$ cat src/rtl/crc_compute_pkg.sv
// Shared types and constants for the free-running word CRC engine.
// Holds the FSM state encoding, default widths and the beat count.
package crc_compute_pkg;

    localparam int DATA_W_DEF = 32;
    localparam int CRC_W_DEF  = 6;
    localparam int BPC_DEF    = 4;
    localparam int NUM_BEATS  = DATA_W_DEF / BPC_DEF;

    typedef enum logic [1:0] {
        IDLE = 2'd0,
        CALC = 2'd1,
        DONE = 2'd2
    } state_t;

    function automatic int beats(input int dw, input int bpc);
        return dw / bpc;
    endfunction

endpackage

$ cat src/rtl/crc_nibble_step.sv
// Combinational CRC update over a small group of message bits.
// Bits are applied MSB-first; the x^CRC_W term of the generator is implicit.
module crc_nibble_step
    import crc_compute_pkg::*;
#(
    parameter int CRC_W = CRC_W_DEF,
    parameter int BITS  = BPC_DEF
) (
    input  logic [CRC_W-1:0] i_crc_in,
    input  logic [CRC_W-1:0] i_poly,
    input  logic [BITS-1:0]  i_bits,
    output logic [CRC_W-1:0] o_crc_out
);

    logic [CRC_W-1:0] w_crc;
    logic             w_fb;

    always_comb begin
        w_crc = i_crc_in;
        w_fb  = 1'b0;
        for (int i = BITS - 1; i >= 0; i--) begin
            w_fb  = w_crc[CRC_W-1] ^ i_bits[i];
            w_crc = {w_crc[CRC_W-2:0], 1'b0} ^ (w_fb ? i_poly : '0);
        end
        o_crc_out = w_crc;
    end

endmodule

$ cat src/rtl/crc_compute.sv
// Free-running CRC engine: capture a word, fold it in BITS_PER_CYCLE bits per
// cycle, publish the remainder, and repeat with a fixed period of BEATS+2.
module crc_compute
    import crc_compute_pkg::*;
#(
    parameter int DATA_W         = DATA_W_DEF,
    parameter int CRC_W          = CRC_W_DEF,
    parameter int BITS_PER_CYCLE = BPC_DEF
) (
    input  logic              clk,
    input  logic              reset,
    input  logic [DATA_W-1:0] data_in,
    input  logic [CRC_W-1:0]  CRC_polynomial,
    output logic [CRC_W-1:0]  CRC_out
);

    localparam int BEATS = beats(DATA_W, BITS_PER_CYCLE);
    localparam int CNT_W = (BEATS > 1) ? $clog2(BEATS) : 1;

    state_t              r_state;
    state_t              w_next;
    logic [CNT_W-1:0]    r_beat;
    logic [DATA_W-1:0]   r_shift;
    logic [CRC_W-1:0]    r_poly;
    logic [CRC_W-1:0]    r_crc;
    logic [CRC_W-1:0]    w_crc_step;
    logic                w_last;
    logic                w_capture;
    logic                w_step;
    logic                w_load;

    assign w_last = (r_beat == CNT_W'(BEATS - 1));

    always_ff @(posedge clk or negedge reset) begin
        if (!reset) r_state <= IDLE;
        else        r_state <= w_next;
    end

    always_comb begin
        w_next = r_state;
        unique case (r_state)
            IDLE:    w_next = CALC;
            CALC:    w_next = w_last ? DONE : CALC;
            DONE:    w_next = IDLE;
            default: w_next = IDLE;
        endcase
    end

    always_comb begin
        w_capture = 1'b0;
        w_step    = 1'b0;
        w_load    = 1'b0;
        unique case (r_state)
            IDLE:    w_capture = 1'b1;
            CALC:    w_step    = 1'b1;
            DONE:    w_load    = 1'b1;
            default: w_capture = 1'b0;
        endcase
    end

    crc_nibble_step #(
        .CRC_W (CRC_W),
        .BITS  (BITS_PER_CYCLE)
    ) u_step (
        .i_crc_in  (r_crc),
        .i_poly    (r_poly),
        .i_bits    (r_shift[DATA_W-1 -: BITS_PER_CYCLE]),
        .o_crc_out (w_crc_step)
    );

    // Inputs are only looked at in IDLE, so the word in flight is immune to
    // changes on data_in / CRC_polynomial during CALC and DONE.
    always_ff @(posedge clk or negedge reset) begin
        if (!reset) begin
            r_beat  <= '0;
            r_shift <= '0;
            r_poly  <= '0;
            r_crc   <= '0;
            CRC_out <= '0;
        end else begin
            if (w_capture) begin
                r_shift <= data_in;
                r_poly  <= CRC_polynomial;
                r_crc   <= '0;
                r_beat  <= '0;
            end
            if (w_step) begin
                r_crc   <= w_crc_step;
                r_shift <= r_shift << BITS_PER_CYCLE;
                r_beat  <= r_beat + CNT_W'(1);
            end
            if (w_load) CRC_out <= r_crc;
        end
    end

endmodule

$ cat config.mk
export PLATFORM = sky130hd
export DESIGN_NAME = crc_compute
export DESIGN_NICKNAME = d
export VERILOG_FILES = /design/src/rtl/crc_compute_pkg.sv /design/src/rtl/crc_nibble_step.sv /design/src/rtl/crc_compute.sv
export SDC_FILE = /design/constraint.sdc
export NUM_CORES = 1
export LEC_CHECK = 0
export BUFFER_PORTS_ARGS = -buffer_cell sky130_fd_sc_hd__buf_2
export CORE_MARGIN = 2
export CORE_UTILIZATION = 40
export CTS_CLUSTER_SIZE = 10
export DETAILED_ROUTE_END_ITERATION = 8
export HOLD_SLACK_MARGIN = 0.1
export SETUP_SLACK_MARGIN = 0.3
export SLEW_MARGIN = 10
export SYNTH_ARGS = -nofsm -noshare
export SYNTH_HDL_FRONTEND = slang
export SYNTH_SLANG_ARGS = --single-unit
$ cat constraint.sdc
create_clock -name clk -period 2.3 [get_ports clk]
set_input_delay 0.23 -clock clk [delete_from_list [all_inputs] [get_ports clk]]
set_output_delay 0.23 -clock clk [all_outputs]
set_load 0.01 [all_outputs]
==> results of run 1 <==
-- registers in the layout, indices dropped and copies added, names as in the netlist --
signal   cells
CRC_out      6
r_beat       3
r_crc        6
r_poly       6
r_shift     32
r_state      2
-- timing repair --
action                     CTS  global route
setup buffers                2             1
hold buffers                 1             0
gates resized for setup      5             2
pin swaps                    3             1
hold endpoints to repair    25             0
setup endpoints to repair    5             5
-- worst max path at each step --
stage,slack (ps),to,cells past startpoint,startpoint
global route,-9,r_crc[3],7,r_shift[31]
CTS,60,r_crc[3],7,r_crc[5]
detailed placement,80,r_crc[3],7,r_shift[31]
global placement,100,r_crc[3],7,r_shift[31]
floorplan,30,r_crc[3],7,r_shift[31]
finish,70,r_crc[3],8,r_shift[31]
-- stage by stage --
stage | instances | cell area, um2 | setup WS, ps | hold WS, ps
2_1_floorplan | 311 | 3060 | 31.3 | -65.6
3_3_place_gp | 452 | 3490 | 102 | 278
3_5_place_dp | 452 | 3490 | 75.1 | 275
4_1_cts | 463 | 3660 | 55.2 | 123
5_1_grt | 464 | 3690 | -8.96 | 146
6_report | 464 | 3690 | 66.2 | 132
-- layer usage --
metal	track usage [%]	routed length (um)	up-vias
met1	24.2	3110	1143
met4	4.36	46	0
li1	-	-	1202
met3	3.17	318	4
met2	26.7	3160	54
met5	0	0	-
-- tightest hold or removal path: stages --
cell and delay [ps]:
buf_2 80, nand2_1 30, o21ai_0 60
-- cell type report --
cell class | instances | area share [%]
repair buffers | 67 | 11.7
clock inverters | 2 | 1.05
flip-flops and latches | 55 | 37.4
inverters | 5 | 0.508
clock buffers | 6 | 1.97
multi-input cells | 230 | 44.0
well taps | 99 | 3.36
-- where the power goes --
part	switching [uW]	internal [uW]	total, uW
clock network	323	330	653
logic	834	906	1740
registers	114	1070	1190
total	1270	2310	3580
-- cells by family (layout without fill, tap and decap cells) --
group                      count (synthesis)  count (layout)  synth area share (%)
buffers and inverters                     26              80                  3.24
muxes                                     39              39                  13.4
and+or+nand+nor                           86              86                  13.1
adders and majority gates                  2               2                 0.832
AOI/OAI and AO/OA                         83              83                  16.5
DFF                                       55              55                  45.8
xor gates and xnor gates                  20              20                  7.28
-- cells in the final DEF (no fill, tap or decap), drive strengths merged, types with 4 or more instances in the layout --
| cell | instances |
|---|---|
| nand2b | 5 |
| xor2 | 4 |
| nand3 | 7 |
| xnor2 | 15 |
| mux2 | 9 |
| inv | 6 |
| clkbuf | 6 |
| a31oi | 4 |
| dfrtp | 55 |
| nor2 | 7 |
| buf | 66 |
| o21ai | 45 |
| a21oi | 9 |
| mux2i | 30 |
| nand2 | 53 |
==> impl_metrics.csv, run 1 <==
group,metric,value,unit
sta,finalHoldViolations,0,
drt,vias,2403,
yosys,synth.area.top_cells,"dfrtp_1, mux2i_1, o21ai_0, nand2_1, xnor2_1",
final_layout,synthToLayoutAreaGrowth,22.7,%
yosys,ys_ff_latch,55,
drt,drtIter0Drc,97,
yosys,synthTopCellsByCount,"dfrtp_1, nand2_1, o21ai_0",
critical_path,r2r_cells,8,
critical_path,arrival,2480,ps
final_layout,diodes,0,
sta,worstMarginPinSlew,608,ps
yosys,synth_edf_count,0,
die,row_count,31,
hold_path,hold_path_class,"in -> reg",
hold_path,whs_path_depth,3,
grt,first_global_vias,2340,
drt,drcViolationCount,0,
final_layout,drive_above_1_share,28.2,%
yosys,synth_cell_types,46,
grt,grt.overflow.total,0,
clock_network,cts_buffers,5,
final_layout,register_area,0.00138,mm2
die,die_w,90.7,um
run_status,run_status,"complete, no violations",
grt,antenna_found_initial,0,
critical_path,critPathLaunchType,"flop",
drt,firstDrtPassIters,4,
sta,fin_skew,8.58,ps
clock_network,cts_max_level,2,
clock_network,clockBufferDepth,2,
flow_run,drv_cap,0,
sta,report.final.slew_viol_count,0,
yosys,yosys.cell_count.top_type,"dfrtp_1",
critical_path,critPathKind,"reg -> reg",
sta,setup_viol,0,
drt,routed_via_density,5.18,
yosys,syn_area,0.00301,mm2
placed_design,port-buffer-count,45,
placed_design,gp_congestion,0.855,
yosys,yosys_most_used_dff,"dfrtp_1",
die,core,0.00725,mm2
grt,grt_pass1_wl,11.4,mm
yosys,synthArstFlopShare,100,%
critical_path,path_cells,"buf_12 > xnor2_4 > xnor2_2 > a211oi_2 > or3b_4 > and4_4 > or4_1 > nand3_1",
yosys,synth_area_per_cell,9.67,um2
yosys,synth_top_cell_by_area,"dfrtp_1",
critical_path,r2r_slack,70,ps
pwr,ir_drop,0.000359,V
die,start_util,41.5,%
grt,grt_usage,17.0,%
hold_path,worstHoldStart,"CRC_polynomial[4]",
final_layout,multi_input_area,0.00163,mm2
final_layout,nNetsFinal,406,
sta,fmax,0.448,GHz
yosys,synth_nets,353,
clock_network,cts_root_buf,"clkbuf_8",
die,ios,46,
die,die_height,90.7,um
clock_network,cts_tree,"built",
critical_path,cp_max_fo,3,
drt,ant_nets,0,
sta,slew_headroom,59.5,%
placed_design,dp_hpwl,4.74,mm
yosys,synthCells,311,
critical_path,rr_endpoint,"r_crc[3]",
pwr,power,3580,uW
grt,grt_start_max_net_pins,73,
critical_path,path_buf_inv,1,
critical_path,cp-end-kind,"flop",
critical_path,cp_top_family,"simple AND/OR/NAND/NOR gates",
clock_network,worstSkewPairLatency,310,ps
final_layout,utilization,50.9,%
die,dieArea,0.00823,mm2
final_layout,fillers,701,
yosys,yosys_warnings,0,
critical_path,cp_slowest_stage_delay,470,ps
sta,post-route-period-util,97.1,%
clock_network,clk_pin_slew,100,ps
pwr,cellPowerDensity,970,mW/mm2
yosys,yosysSeqAreaShare,45.8,%
yosys,synth_top_area_share,45.8,%
critical_path,rr_startpoint,"r_shift[31]",
sta,rsz0062_at_grt,"yes",
sta,setup-tns-final,0,ps
drt,wl_per_cell,14.3,um
hold_path,hold_path_end,"r_poly[4]",
pwr,p_leak,0.00161,uW
clock_network,cts.sinks,55,
critical_path,crit_slowest_cell,"dfrtp_2",
drt,routed_wirelength,6.63,mm
critical_path,required,2550,ps
sta,period_needed,2230,ps
(Power assumes the default switching activity.)
==> inputs of run 2 (changes only) <==
CELL_PAD_IN_SITES_DETAIL_PLACEMENT = 0   (was not set)
CELL_PAD_IN_SITES_GLOBAL_PLACEMENT = 2   (was not set)
CORE_UTILIZATION = 32   (was 40)
PLACE_DENSITY_LB_ADDON = 0.1   (was not set)
==> impl_metrics.csv, run 2 (synthesized netlist as in run 1, its figures left out) <==
group,metric,value,unit
sta,slew_headroom,53.1,%
final_layout,multi_input_area,0.00165,mm2
sta,worst_slack,87.6,ps
die,row_count,35,
clock_network,cts.sinks,55,
drt,drcViolationCount,0,
final_layout,diodes,0,
critical_path,required,2540,ps
drt,routed_via_density,5.03,
pwr,p_leak,0.00161,uW
final_layout,final_common_cell,"nand2_1",
die,ios,46,
drt,firstDrtPassIters,4,
pwr,seq_power_share,33.7,%
critical_path,path_cells,"xor2_4 > xnor2_2 > mux2i_1 > or3b_4 > and4_4 > or4_4 > nand3_2",
sta,fmax,0.452,GHz
clock_network,cts_buffers,5,
final_layout,max_flop_register,"r_shift",
grt,grt_pass1_wl,12.3,mm
die,die_height,101,um
placed_design,pre_cts_ws,59.0,ps
critical_path,critPathKind,"reg -> reg",
grt,antenna_found_initial,0,
sta,report.final.slew_viol_count,0,
placed_design,port-buffer-count,45,
pwr,clockPowerShare,16.9,%
pwr,swShare,36.8,%
placed_design,dp_hpwl,5.22,mm
sta,setup-tns-final,0,ps
pwr,comb_power_share,49.4,%
drt,routed_wirelength,7.23,mm
clock_network,clk_pin_slew,100,ps
critical_path,crit_slowest_cell,"dfrtp_2",
critical_path,critPathLaunchType,"flop",
sta,finalHoldViolations,0,
critical_path,cp-end-kind,"flop",
grt,grt_start_max_net_pins,44,
sta,fin_skew,12.9,ps
pwr,cellPowerDensity,961,mW/mm2
critical_path,arrival,2450,ps
die,dieArea,0.0102,mm2
clock_network,cts_tree,"built",
critical_path,cp_top_family,"simple AND/OR/NAND/NOR gates",
drt,vias,2403,
drt,wl_per_cell,15.1,um
sta,period_needed,2210,ps
sta,post-route-period-util,96.2,%
sta,setup_viol,0,
flow_run,drv_cap,0,
clock_network,worstSkewPairLatency,310,ps
final_layout,fillers,969,
final_layout,register_area,0.00138,mm2
pwr,power.switching,1310,uW
die,die_w,101,um
clock_network,cts_root_buf,"clkbuf_8",
clock_network,cts_max_level,2,
final_layout,drive_above_1_share,30.2,%
final_layout,nNetsFinal,408,
placed_design,gp_congestion,0.870,
hold_path,hold_path_class,"in -> reg",
pwr,intPower,2250,uW
drt,ant_nets,0,
sta,worstMarginPinSlew,704,ps
final_layout,final_cell_mix,"nand2_1, dfrtp_1, buf_2",
critical_path,path_buf_inv,0,
run_status,run_status,"complete, no violations",
grt,first_global_vias,2507,
critical_path,cp_slowest_stage_delay,490,ps
grt,grt_usage,15.4,%
final_layout,largest_reg_flops,32,
final_layout,synthToLayoutAreaGrowth,23.1,%
die,core,0.00920,mm2
pwr,ir_drop,0.000348,V
drt,drtIter0Drc,84,
critical_path,cp_max_fo,4,
die,start_util,32.7,%
clock_network,clockBufferDepth,2,
sta,rsz0062_at_grt,"yes",
grt,grt.overflow.total,0,
## run 2: area by class of cell
class	instances	share of cell area (%)
well taps	111	3.75
inverters	5	0.507
multi-input cells	230	44.7
clock inverters	2	0.507
flip-flops and latches	55	37.3
repair buffers	69	11.0
clock buffers	6	2.23
## run 2: per-stage QoR
stage | utilization [%] | total power [uW] | hold WS [ps] | area (um2) | cells
4_1_cts | 39.9 | 3520 | 108 | 3670 | 477
3_3_place_gp | 37.9 | 2790 | 337 | 3490 | 465
5_1_grt | 40.3 | 3800 | 121 | 3700 | 478
2_1_floorplan | - | 2290 | -65.6 | 3060 | 311
6_report | 40.3 | 3560 | 118 | 3700 | 478
3_5_place_dp | 37.9 | 2780 | 331 | 3490 | 465
## run 2: power groups by stage
stage	clock network [uW]	registers, uW	logic [uW]
after floorplan	0	1210	1080
after global placement	0	1210	1570
after detailed placement	0	1220	1560
after CTS	634	1200	1690
after global routing	667	1220	1910
final	601	1200	1760
## run 2: layer usage
metal,part of all wire (%),vias up,track usage (%)
met2,48,51,25.1
met4,1.4,0,4.99
met3,5.5,8,4.02
met1,46,1133,19.9
li1,-,1211,-
met5,0,-,0
## run 2: path summary, 6_finish.rpt
path                                         from           to  slack (ps)  depth (start not counted)
min in group asynchronous                   reset  r_shift[17]         490                          2
worst max-delay path                  r_shift[31]     r_crc[3]          90                          7
max in group asynchronous                   reset   r_state[1]        1150                          3
worst min register to register        r_shift[18]  r_shift[18]         490                          2
worst min-delay path            CRC_polynomial[5]    r_poly[5]         120                          3
worst max register to register        r_shift[31]     r_crc[3]          90                          7
## run 2: what timing repair did
| action | 4_1_cts | 5_1_grt |
|---|---|---|
| hold buffers | 1 | 0 |
| buffers inserted | 3 | 1 |
| pin swaps | 8 | 8 |
| gates resized for setup | 10 | 4 |
| endpoints found under the setup margin | 5 | 5 |
| endpoints found under the hold margin | 30 | 0 |
## run 2: tightest hold or removal path, delay by kind of cell
kind | cells | cell delay [ps]
buffers and inverters | 1 | 80
and+or+nand+nor | 1 | 30
AOI/OAI and AO/OA | 1 | 50
